### src/rtl/gray_to_bin_tracker.sv
`default_nettype none
// ============================================================================
// Module      : gray_to_bin_tracker
// Description : Decodes a Gray-coded count to registered binary, classifies
//               each valid step as up/down/illegal and counts illegal steps.
// Revision    : 1.0 - initial release
// ============================================================================
module gray_to_bin_tracker #(
    parameter int WIDTH     = 3,
    parameter int ERR_CNT_W = 4
) (
    input  logic                 clk,
    input  logic                 rst,
    input  logic [WIDTH-1:0]     g_num,
    input  logic                 g_valid,
    input  logic                 clr_err,
    output logic [WIDTH-1:0]     b_out,
    output logic                 b_valid,
    output logic                 up,
    output logic                 down,
    output logic                 step_err,
    output logic [ERR_CNT_W-1:0] err_cnt
);

    localparam logic [WIDTH-1:0]     c_DELTA_ZERO = '0;
    localparam logic [WIDTH-1:0]     c_DELTA_UP   = WIDTH'(1);
    localparam logic [WIDTH-1:0]     c_DELTA_DOWN = '1;
    localparam logic [ERR_CNT_W-1:0] c_ERR_MAX    = '1;

    typedef enum logic [0:0] {
        ST_EMPTY = 1'b0,
        ST_TRACK = 1'b1
    } state_t;

    state_t                 state_q, state_d;
    logic [WIDTH-1:0]       b_out_q, b_out_d;
    logic                   b_valid_q, b_valid_d;
    logic                   up_q, up_d;
    logic                   down_q, down_d;
    logic                   step_err_q, step_err_d;
    logic [ERR_CNT_W-1:0]   err_cnt_q, err_cnt_d;

    logic [WIDTH-1:0]       w_bin;
    logic [WIDTH-1:0]       w_delta;
    logic [ERR_CNT_W-1:0]   w_err_base;

    // Each binary bit is the parity of the Gray bits at and above it.
    for (genvar i = 0; i < WIDTH; i++) begin : g_decode
        assign w_bin[i] = ^g_num[WIDTH-1:i];
    end

    // b_out_q doubles as the previous-sample reference.
    assign w_delta = w_bin - b_out_q;

    always_ff @(posedge clk or negedge rst) begin
        if (!rst) begin
            state_q    <= ST_EMPTY;
            b_out_q    <= '0;
            b_valid_q  <= 1'b0;
            up_q       <= 1'b0;
            down_q     <= 1'b0;
            step_err_q <= 1'b0;
            err_cnt_q  <= '0;
        end else begin
            state_q    <= state_d;
            b_out_q    <= b_out_d;
            b_valid_q  <= b_valid_d;
            up_q       <= up_d;
            down_q     <= down_d;
            step_err_q <= step_err_d;
            err_cnt_q  <= err_cnt_d;
        end
    end

    always_comb begin
        state_d    = state_q;
        b_out_d    = b_out_q;
        b_valid_d  = 1'b0;
        up_d       = 1'b0;
        down_d     = 1'b0;
        step_err_d = 1'b0;

        if (g_valid) begin
            b_out_d   = w_bin;
            b_valid_d = 1'b1;
            case (state_q)
                ST_EMPTY: begin
                    state_d = ST_TRACK;
                end
                ST_TRACK: begin
                    // Up is tested first so a 1-bit count reports every change as up.
                    if (w_delta == c_DELTA_ZERO) begin
                        up_d = 1'b0;
                    end else if (w_delta == c_DELTA_UP) begin
                        up_d = 1'b1;
                    end else if (w_delta == c_DELTA_DOWN) begin
                        down_d = 1'b1;
                    end else begin
                        step_err_d = 1'b1;
                    end
                end
                default: begin
                    state_d = ST_EMPTY;
                end
            endcase
        end
    end

    // Clear takes effect before a coincident error is counted.
    always_comb begin
        w_err_base = clr_err ? '0 : err_cnt_q;
        err_cnt_d  = w_err_base;
        if (step_err_d && (w_err_base != c_ERR_MAX)) begin
            err_cnt_d = w_err_base + ERR_CNT_W'(1);
        end
    end

    assign b_out    = b_out_q;
    assign b_valid  = b_valid_q;
    assign up       = up_q;
    assign down     = down_q;
    assign step_err = step_err_q;
    assign err_cnt  = err_cnt_q;

endmodule
`default_nettype wire

### config.mk
export PLATFORM = sky130hd
export DESIGN_NAME = gray_to_bin_tracker
export DESIGN_NICKNAME = d
export VERILOG_FILES = /design/src/rtl/gray_to_bin_tracker.sv
export SDC_FILE = /design/constraint.sdc
export NUM_CORES = 1
export LEC_CHECK = 0
export CAP_MARGIN = 20
export CORE_MARGIN = 4
export CORE_UTILIZATION = 47
export DETAILED_ROUTE_END_ITERATION = 8
export PLACE_DENSITY = 0.8
export SYNTH_ARGS = -nofsm -noshare
export SYNTH_HDL_FRONTEND = slang
export SYNTH_SLANG_ARGS = --single-unit
### constraint.sdc
create_clock -name clk -period 3.63 [get_ports clk]
set_input_delay 0.5445 -clock clk [delete_from_list [all_inputs] [get_ports clk]]
set_output_delay 0.5445 -clock clk [all_outputs]
set_load 0.01 [all_outputs]
==> flow_summary.ini, run 1 <==
[timing]
tightest_slew_ps = 543
finalSetupViolCount = 0
rsz0062_at_grt = false
tns_ps = 0
fin_skew_ps = 4.67
drv_slew = 0
hold_viol = 0
finalWorstPathRequiredPeriod_ps = 3140
fin_crit_sh = 0.865
maxSlewHeadroom = 0.637
fmax_ghz = 0.319

[clocking]
cts_resized = 0
clkTransAtPathRegs_ps = 80
insertion_delay_ps = 270
clock-root-buffer = clkbuf_4
cts_buffers = 3
cts_tree = yes
cts_buffer_depth = 2
postCtsHoldBufs = 0
cts_setup_buffers = 0
htree_levels = 1
cts_sinks = 12

[grt]
grt_max_degree = 13
track_usage = 0.138
grt_pass1_vias = 441
grt-ovfl-total = 0
antenna_found_initial = 0
grt_pass1_wl_um = 1950

[setup_path]
cp_slowest_cell = clkdlybuf4s50_1
cp_max_fo = 4
cp.arrival_ps = 3300
worst_setup_path_start_kind = input port
crit_required_ps = 3790
worst_setup_path_end_kind = flop
critPathMaxStageDelay_ps = 510
worstPathCellList = clkdlybuf4s50_1, xor2_1, xnor2_1, ha_1, inv_1, fa_1, xnor3_2, mux2i_2, nor3_2, mux2_4
criticalPathCategory = input port to flop

[yosys]
yosys_warnings = 0
synth_edf_count = 0
ys_ff_latch = 12
synth_flop_cell = dfrtp_1
syn_nets = 61
ys_types = 25
postSynth.asyncResetShare = 1.00
syn_avg_cell_area_um2 = 11.9
syn_inst = 51
synth_area_um2 = 609
ys_seq_area_frac = 0.493

[power]
leakage_nw = 0.369
ir_worst_vdd_mv = 0.322
p_per_area_nw_per_um2 = 528

[placed_design]
portBuffers = 17
place_area_um2 = 793
post-dp-hpwl_um = 915
routabilityCongestion = 0.780

[finish]
fillers = 93
layout_common_cells = 17 x clkdlybuf4s50_1, 12 x dfrtp_1, 5 x nor2_1
layout_commonest_cell = clkdlybuf4s50_1
diodes = 0
synthToLayoutAreaGrowth_pct = 36.1
fin_util = 0.718
multi_input_area_um2 = 294
drive_above_1_share = 0.155
seq_area_um2 = 300
nets = 82
final_area_um2 = 830

[routing]
dr.pass1.iters = 4
drt_iter0_markers = 4
wl_per_cell_um = 13.5
dr_total_vias = 430
postRouteAntennaNets = 0
drc = 0
wl_um = 1150
viasPerCell = 5.06

[floorplanning]
rows = 12
dieArea_um2 = 1940
die-height_um = 44.0
io_pins = 18
fp.dieW_um = 44.0
core_um2 = 1160
initial_utilization = 0.527

[hold_path]
hold_path_class = flop to flop

[status]
outcome = complete, no violations

[job]
maxCapViolCount = 0
[synth_stat cells, types with 2 or more instances]
library cell | count | share of area
nor2b_1 | 2 | 0.021
dfrtp_1 | 12 | 0.49
nand2b_1 | 2 | 0.021
inv_1 | 3 | 0.018
nand3_1 | 2 | 0.016
xor2_1 | 2 | 0.029
nand2_1 | 3 | 0.018
nor3_2 | 2 | 0.033
nor2_1 | 5 | 0.031
ha_1 | 2 | 0.041
mux2i_1 | 2 | 0.033
[power by group]
part	switching, mW	internal, mW	leakage (nW)
clock network	0.0435	0.0609	0.0210
registers	0.0119	0.155	0.150
logic	0.0756	0.0913	0.198
total	0.131	0.307	0.369
[worst paths after layout]
path | slack (ps) | from | cells past startpoint | endpoint
max in group asynchronous | 2650 | rst | 1 | step_err$_DFF_PN0_
setup / recovery | 490 | g_num[2] | 10 | err_cnt[1]$_DFF_PN0_
min in group asynchronous | 620 | rst | 1 | err_cnt[3]$_DFF_PN0_
setup reg to reg | 1470 | b_out[0]$_DFFE_PN0P_ | 7 | err_cnt[1]$_DFF_PN0_
hold reg to reg | 500 | state_q$_DFFE_PN0P_ | 1 | state_q$_DFFE_PN0P_
hold / removal | 500 | state_q$_DFFE_PN0P_ | 1 | state_q$_DFFE_PN0P_
[metrics by stage]
stage | setup WS (ps) | instances | hold slack (ps) | total power, mW
2_1_floorplan | 962 | 51 | 249 | 0.264
3_3_place_gp | 314 | 81 | 477 | 0.328
3_5_place_dp | 218 | 81 | 475 | 0.334
4_1_cts | 511 | 85 | 498 | 0.443
5_1_grt | 381 | 85 | 535 | 0.463
6_report | 491 | 85 | 498 | 0.438
[critical path: cells and delay by family]
kind | cells | cell delay (ps)
buf+inv | 2 | 560
simple gates | 1 | 250
xor+xnor | 3 | 860
fa+ha+maj | 2 | 560
mux | 2 | 520
[layer usage]
| layer | global-route usage | wire length, µm |
|---|---|---|
| met3 | 0.0498 | 71 |
| met5 | 0 | 0 |
| met4 | 0.0542 | 9 |
| met2 | 0.201 | 521 |
| met1 | 0.185 | 544 |
[cells by family after synthesis]
group / synth area share
simple gates: 0.193
xor+xnor: 0.0821
compound gates: 0.0164
flops: 0.493
fa+ha+maj: 0.0739
mux: 0.117
buf+inv: 0.0246
[flip-flops by register name, indices dropped and copies added, names as in the netlist]
signal / count
b_out: 3
b_valid: 1
down: 1
err_cnt: 4
state_q: 1
step_err: 1
up: 1
[area by class of cell]
| class | instances | share of cell area |
|---|---|---|
| well taps | 14 | 0.0211 |
| multi-input cells | 35 | 0.354 |
| inverters | 3 | 0.0136 |
| clock buffers | 4 | 0.0437 |
| repair buffers | 17 | 0.205 |
| flip-flops and latches | 12 | 0.362 |
(Power assumes the default switching activity.)
==> inputs of run 2 (changes only) <==
Settings changed: CTS_CLUSTER_SIZE set to 28.
==> results of run 2 <==
No change in the layout: final DEF, timing and power equal those of run 1.
